--- config.mk ---
export PLATFORM = sky130hd
export DESIGN_NAME = tone_sample_gen
export DESIGN_NICKNAME = d
export VERILOG_FILES = /design/src/rtl/tone_sample_gen.sv
export SDC_FILE = /design/constraint.sdc
export NUM_CORES = 1
export LEC_CHECK = 0
export ABC_AREA = 0
export CORE_ASPECT_RATIO = 0.7
export CORE_MARGIN = 2
export CORE_UTILIZATION = 54
export DETAILED_ROUTE_END_ITERATION = 16
export PLACE_DENSITY_LB_ADDON = 0.15
export SYNTH_ARGS = -nofsm -noshare
export SYNTH_HDL_FRONTEND = slang
export SYNTH_SLANG_ARGS = --single-unit
export TNS_END_PERCENT = 10
--- constraint.sdc ---
create_clock -name clk -period 3.75 [get_ports clk]
set_input_delay 0.75 -clock clk [delete_from_list [all_inputs] [get_ports clk]]
set_output_delay 0.75 -clock clk [all_outputs]
set_load 0.01 [all_outputs]
--- src/rtl/tone_sample_gen.sv ---
// Tone sample generator: square-wave audio word with attack/sustain/release envelope.
// Latency: sample/sample_valid registered, valid exactly 1 cycle after each sample_req.
// Backpressure: none; state advances only on sample_req strobes. Macro ENVELOPE_EN enables ramps.
module tone_sample_gen #(
    parameter logic [15:0] AMPLITUDE = 16'h2000,
    parameter logic [15:0] ENV_STEP  = 16'h0400
) (
    input  logic               clk,
    input  logic               rst,
    input  logic [7:0]         half_period,
    input  logic               sample_req,
    output logic signed [15:0] sample,
    output logic               sample_valid,
    output logic               active
);

`ifdef ENVELOPE_EN
    typedef enum logic [1:0] {IDLE = 2'd0, ATTACK = 2'd1, SUSTAIN = 2'd2, RELEASE = 2'd3} state_t;
`else
    typedef enum logic [1:0] {IDLE = 2'd0, SUSTAIN = 2'd2} state_t;
`endif

    state_t      state, state_nxt;
    logic [15:0] env, env_nxt;
    logic [7:0]  cnt, cnt_nxt;
    logic        pol, pol_nxt;
    logic [7:0]  cur_period;
    logic [7:0]  per_eff;
    logic        key;
    logic        wrap;
    logic [7:0]  step_cnt;
    logic        step_pol;
    logic [15:0] sample_nxt;

    // A held key (nonzero period) takes effect on the same request it is seen.
    assign key     = (half_period != 8'd0);
    assign per_eff = key ? half_period : cur_period;

    // Phase advance: wrap when the count has reached period-1 (or a shrunken period passed it).
    assign wrap     = ({1'b0, cnt} + 9'd1) >= {1'b0, per_eff};
    assign step_cnt = wrap ? 8'd0 : cnt + 8'd1;
    assign step_pol = wrap ? ~pol : pol;

`ifdef ENVELOPE_EN
    logic [16:0] env_up, env_dn;
    logic [15:0] up_sat, dn_sat;

    // 17-bit envelope arithmetic so ramps clamp instead of wrapping.
    assign env_up = {1'b0, env} + {1'b0, ENV_STEP};
    assign env_dn = {1'b0, env} - {1'b0, ENV_STEP};
    assign up_sat = (env_up >= {1'b0, AMPLITUDE}) ? AMPLITUDE : env_up[15:0];
    assign dn_sat = env_dn[16] ? 16'd0 : env_dn[15:0];

    // Next state per request; a transition applies the destination's envelope action at once.
    always_comb begin
        state_nxt = state;
        env_nxt   = env;
        cnt_nxt   = cnt;
        pol_nxt   = pol;
        case (state)
            IDLE: begin
                env_nxt = 16'd0;
                if (key) begin
                    cnt_nxt   = 8'd0;
                    pol_nxt   = 1'b1;
                    env_nxt   = up_sat;
                    state_nxt = (up_sat == AMPLITUDE) ? SUSTAIN : ATTACK;
                end
            end
            ATTACK, RELEASE: begin
                cnt_nxt = step_cnt;
                pol_nxt = step_pol;
                if (key) begin
                    env_nxt   = up_sat;
                    state_nxt = (up_sat == AMPLITUDE) ? SUSTAIN : ATTACK;
                end else begin
                    env_nxt   = dn_sat;
                    state_nxt = (dn_sat == 16'd0) ? IDLE : RELEASE;
                end
            end
            SUSTAIN: begin
                cnt_nxt = step_cnt;
                pol_nxt = step_pol;
                if (key) begin
                    env_nxt = AMPLITUDE;
                end else begin
                    env_nxt   = dn_sat;
                    state_nxt = (dn_sat == 16'd0) ? IDLE : RELEASE;
                end
            end
            default: begin
                state_nxt = IDLE;
                env_nxt   = 16'd0;
            end
        endcase
    end
`else
    logic unused_env_step;
    assign unused_env_step = ^ENV_STEP;

    // Gate-only envelope: full amplitude while a key is held, phase restarts on key-down.
    always_comb begin
        state_nxt = state;
        env_nxt   = env;
        cnt_nxt   = cnt;
        pol_nxt   = pol;
        if (key) begin
            env_nxt   = AMPLITUDE;
            state_nxt = SUSTAIN;
            if (state == IDLE) begin
                cnt_nxt = 8'd0;
                pol_nxt = 1'b1;
            end else begin
                cnt_nxt = step_cnt;
                pol_nxt = step_pol;
            end
        end else begin
            env_nxt   = 16'd0;
            state_nxt = IDLE;
        end
    end
`endif

    // Output word from the post-update envelope and polarity; silence is always +0.
    always_comb begin
        sample_nxt = 16'd0;
        if (env_nxt != 16'd0)
            sample_nxt = pol_nxt ? env_nxt : (16'd0 - env_nxt);
    end

    // Registers advance only on a request; valid mirrors the request one cycle later.
    always_ff @(posedge clk or posedge rst) begin
        if (rst) begin
            state        <= IDLE;
            env          <= 16'd0;
            cnt          <= 8'd0;
            pol          <= 1'b1;
            cur_period   <= 8'd0;
            sample       <= 16'sd0;
            sample_valid <= 1'b0;
        end else begin
            sample_valid <= sample_req;
            if (sample_req) begin
                state  <= state_nxt;
                env    <= env_nxt;
                cnt    <= cnt_nxt;
                pol    <= pol_nxt;
                sample <= sample_nxt;
                if (key)
                    cur_period <= half_period;
            end
        end
    end

    assign active = (state != IDLE);

endmodule

# Word-level counts from Yosys, hierarchy flattened
# Index checks and enable logic that the tools add are counted.
[op_classes] n_addsub=3 n_lt_le_gt_ge=1 n_mux=10 n_bitwise=1 n_reduce_logical=5
[ops] operator="$mux W16" n=2
[ops] operator="$mux W8" n=3
[ops] operator="$reduce_bool A16 Y1" n=1
[ops] operator="$sub A1 B16 Y16 const A" n=1
[ops] operator="$mux W14" n=1
[ops] operator="$add A8 B1 Y9 const B" n=1
[ops] operator="$ge A9 B8 Y1" n=1
[ops] operator="$add A8 B1 Y8 const B" n=1
[ops] operator="$reduce_bool A8 Y1" n=1
[ops] operator="$mux W1" n=3
[ops] operator="$logic_not A2 Y1" n=1
[ops] operator="$mux W2" n=1
[ops] operator="$reduce_and A2 Y1" n=1
[ops] operator="$reduce_bool A2 Y1" n=1
[ops] operator="$not A1 Y1" n=1
[totals] regBits=36 inputBits=11 out_inout_bits=18 wordCells=26

# Longest topological paths before layout
[logic_depth] word_depth=8 mapped_depth=11 ltp_nobuf=10

# Least setup slack after synthesis
# OpenSTA, ideal clock, no wires.
[synth_timing] path_kind="input to register" from="in half_period[7]" to="reg cnt[2]" setup_ns=0.104 arrival_ns=3.174 required_time_ns=3.646 slack_ns=0.472 path_stages=9 n_path_buf=0 cell_sequence="or4_4 > nor3_4 > a21o_1 > ha_1 > nand2b_1 > a2111o_1 > a21oi_1 > nor2_1 > o311ai_1"
[synth_between] elab_chain_cells=5 elab_cells_between_ends=6 classes_between="order compare: 1; mux: 3; reduce/logical: 2"
[synth_rtl] item="from (decl)" line_no="10" source="input logic [7:0] half_period,"
[synth_rtl] item="$reduce_bool A8 Y1" line_no="36" source="assign key = (half_period != 8'd0);"
[synth_rtl] item="$mux W8"
[synth_rtl] item="via per_eff[0]" line_no="28" source="logic [7:0] per_eff;"
[synth_rtl] item="$ge A9 B8 Y1" line_no="40" source="assign wrap = ({1'b0, cnt} + 9'd1) >= {1'b0, per_eff};"
[synth_rtl] item="$mux W8" line_no="41" source="assign step_cnt = wrap ? 8'd0 : cnt + 8'd1;"
[synth_rtl] item="$mux W8" line_no="110" source="if (state == IDLE) begin"
[synth_rtl] item="to (signal assigned)" line_no="146" source="cnt <= cnt_nxt;"
[synth_rtl] item="to (decl)" line_no="25" source="logic [7:0] cnt, cnt_nxt;"
# The timed path passes the listed nets, and every way through them passes these cells.
# A chain may end at the register's enable or synchronous reset.

# Final worst setup path
[layout_timing] from="in half_period[7]" to="reg cnt[2]"
[layout_between] elab_chain_cells=5 elab_cells_between_ends=6 classes_between="order compare: 1; mux: 3; reduce/logical: 2"
[layout_rtl] item="$reduce_bool A8 Y1" line_no="36"
[layout_rtl] item="$mux W8"
[layout_rtl] item="$ge A9 B8 Y1" line_no="40"
[layout_rtl] item="$mux W8" line_no="41"
[layout_rtl] item="$mux W8" line_no="110"
# Several ways; a longest one is shown, not always the timed one.

==> results.toml <==
[run_status]
outcome = "finished clean"

[yosys]
muxShareOfSynthArea = 0
yosysWarnings = 0
synthXorXnorAreaFrac = 0.03770
synth_seq_cells = 21
synth_fa_ha_area_frac = 0.08079
syn_area_per_cell_um2 = 9.355
synth_edf_count = 0
synth_top_family_by_area = "compound AO/OA/AOI/OAI gates"
async_flop_share = 1.000
netlist_area_um2 = 1394
synth_compound_area_frac = 0.2298
synth_cell_types = 44
synth-simple-area-share = 0.1616
synth_flop_cell = "dfrtp_1"
syn_inst = 149
seq_area_frac_synth = 0.3779

[global_route]
grt_pass1_wl_um = 4926
grt_pass1_vias = 1043
grt_overflow = 0
antenna_found_initial = 0
grt_max_degree = 22
gr-usage-all-layers = 0.2206

[sta]
finalSetupViolations = 0
tightest_slew_ns = 0.8051
post-route-period-util = 0.9304
finalCriticalPeriod_ns = 3.489
finalSetupTns_ns = 0
rsz0062_at_grt = "false"
slew_violations = 0
finClkSkew_ns = 0.005414
worst_slew_margin_rel = 0.4627
hold_viol_final = 0
fmax_mhz = 286.6

[cts]
cts_root_buf = "clkbuf_8"
clkLatencyLatePin_ns = 0.26
path_clk_slew_ns = 0.07
cts_resized = 0
cts_hold_buffers = 0
clockBufferDepth = 2
cts_num_sinks = 21
cts_setup_buffers = 0
htreeDepth = 1
cts_tree = "built"
numCtsBuffers = 3

[placed_design]
portBuffers = 15
gp_congestion = 0.8987
dp_cells = 196
hpwl_um = 2173

[critical_path]
r2r-start = "cnt[0]$_DFFE_PP0P_"
end_kind = "flip-flop"
critical_path.cell_chain = "clkdlybuf4s50_1 > or4_4 > nor3_4 > buf_4 > a21oi_1 > ha_1 > a211oi_1 > o211ai_1 > a21oi_1 > nor2_1 > o311ai_1"
slowest_stage = "or4_4"
reg2regPathDepth = 9
critPathMaxStageDelay_ns = 0.60
cp-endpoint = "cnt[2]$_DFFE_PP0P_"
regToRegSetupSlack_ns = 1.18
start_kind = "primary input"
crit_type = "primary input to flip-flop"
crit_fanout = 9
critPathMostFrequentCell = "a21oi_1"
r2r_end = "cnt[2]$_DFFE_PP0P_"
cp-startpoint = "half_period[7]"
cp.required_ns = 3.91
cp.arrival_ns = 3.65

[die]
ioPinCount = 29
die_width_um = 64.73
initial_utilization = 0.5669
num_rows = 15
die_y_um = 46.51
die_area_um2 = 3010
design.core.area_um2 = 2459

[route]
first_pass_iters = 4
ant_nets = 0
routedWlPerCell_um = 14.17
vias_per_cell = 5.605
drc = 0
drtIter0Drc = 34
routed_wirelength_um = 2833
vias = 1121

[flow_run]
max_cap_viol_count = 0

[power]
p_comb_frac = 0.452
p_int_mw = 0.5549
sw_frac_of_total = 0.3906
clkPwrFrac = 0.165
ir_worst_vdd_mv = 0.2981
power_density_nw_per_um2 = 576.2
p_seq_frac = 0.383
p_leak_nw = 0.7150
p_sw_mw = 0.3556

[final_layout]
drive_gt1_frac = 0.09036
final-instance-count-excl-fill = 200
fin_nets = 187
fill_cells = 200
syn_to_final_growth_pct = 13.38
num_antenna_cells = 0

[min_path]
hp-class = "flip-flop to flip-flop"
==> state kept, by name, indices dropped and copies added, names as in the netlist <==
| name | count |
|---|---|
| state | 1 |
| pol | 1 |
| cnt | 8 |
| sample_valid | 1 |
| cur_period | 8 |
| sample | 2 |
==> cell usage in the layout, fill, tap and decap left out, types with 2 or more instances in the layout <==
| cell type | netlist | routed |
|---|---|---|
| nor3b_1 | 2 | 2 |
| clkdlybuf4s50_1 | 0 | 15 |
| a22o_1 | 7 | 7 |
| xnor2_1 | 5 | 5 |
| buf_4 | 14 | 5 |
| a21oi_1 | 12 | 12 |
| clkbuf_8 | 0 | 3 |
| a211oi_1 | 2 | 2 |
| ha_1 | 9 | 9 |
| nand3_1 | 5 | 5 |
| o21ai_0 | 8 | 8 |
| nand2_1 | 13 | 13 |
| inv_1 | 5 | 5 |
| o21ai_1 | 2 | 2 |
| o211ai_1 | 3 | 3 |
| nor2_1 | 8 | 8 |
| conb_1 | 1 | 13 |
| nor3_1 | 4 | 4 |
| dfrtp_1 | 20 | 20 |
==> synth_stat cells, types with 2 or more instances <==
library cell	instances	share of area
inv_1	5	0.013
dfrtp_1	20	0.36
nand2_1	13	0.035
ha_1	9	0.081
nor3_1	4	0.014
o211ai_1	3	0.016
buf_2	2	0.0072
nor2_1	8	0.022
xnor2_1	5	0.031
buf_4	14	0.075
a22o_1	7	0.044
o21ai_1	2	0.0072
clkbuf_1	2	0.0054
nor3b_1	2	0.011
a21oi_1	12	0.043
a211oi_1	2	0.011
nand3_1	5	0.018
o21ai_0	8	0.029
==> power by group through the flow <==
stage                     clock network [mW]  registers (mW)  logic (mW)
after floorplan                            0           0.328       0.319
after global placement                     0           0.350       0.394
after detailed placement                   0           0.352       0.408
after CTS                              0.156           0.347       0.414
after global routing                   0.164           0.359       0.470
final                                  0.150           0.349       0.411
==> cells by family after synthesis <==
family | Yosys count
AO/OA/AOI/OAI | 45
AND/OR/NAND/NOR | 43
buffers and inverters | 24
flip-flops | 21
adder cells (fa/ha/maj) | 9
XOR/XNOR | 6
other | 1
==> final cells by class <==
cell class                 instances  area (um2)  share of cell area
clock buffer                       4       45.04             0.02850
sequential                        21       526.8              0.3333
multi-input combinational        116       759.5              0.4806
tap                               34       42.54             0.02692
timing repair buffer              20       187.7              0.1188
inverter                           5       18.77             0.01188
==> routing by layer <==
layer	share of wire	wire [um]	up-vias	track usage
met1	0.49	1387	524	0.3045
li1	-	-	546	-
met2	0.45	1263	47	0.3546
met4	0.0078	22	0	0.05106
met5	0	0	-	0
met3	0.056	159	4	0.05379
==> worst max-delay path, delay by kind of cell <==
family                     cells  cell delay, ns
buffers and inverters          2            0.63
AOI/OAI and AO/OA              5            1.03
adders and majority gates      1            0.31
and+or+nand+nor                3            0.94
==> how the worst min path moves through the flow <==
stage                                   start                        end  slack, ns  cells past startpoint
finish              cur_period[3]$_DFFE_PP0P_  cur_period[3]$_DFFE_PP0P_       0.50                      1
global route        cur_period[1]$_DFFE_PP0P_  cur_period[1]$_DFFE_PP0P_       0.54                      1
CTS                 cur_period[3]$_DFFE_PP0P_  cur_period[3]$_DFFE_PP0P_       0.51                      1
detailed placement  cur_period[0]$_DFFE_PP0P_  cur_period[0]$_DFFE_PP0P_       0.49                      1
global placement    cur_period[0]$_DFFE_PP0P_  cur_period[0]$_DFFE_PP0P_       0.49                      1
floorplan           cur_period[7]$_DFFE_PP0P_  cur_period[7]$_DFFE_PP0P_       0.46                      1
==> stage by stage <==
step	utilization	area, um2	total power [mW]	hold slack (ns)	setup WS, ns
after floorplan	-	1439	0.6471	0.4633	0.4723
after global placement	0.6244	1535	0.7444	0.4889	0.1056
after detailed placement	0.6244	1535	0.7595	0.4867	0.004758
after CTS	0.6427	1580	0.9171	0.5100	0.2634
after global routing	0.6427	1580	0.9928	0.5378	0.08322
final	0.6427	1580	0.9105	0.5037	0.2611
Power figures use the tool's default switching activity.
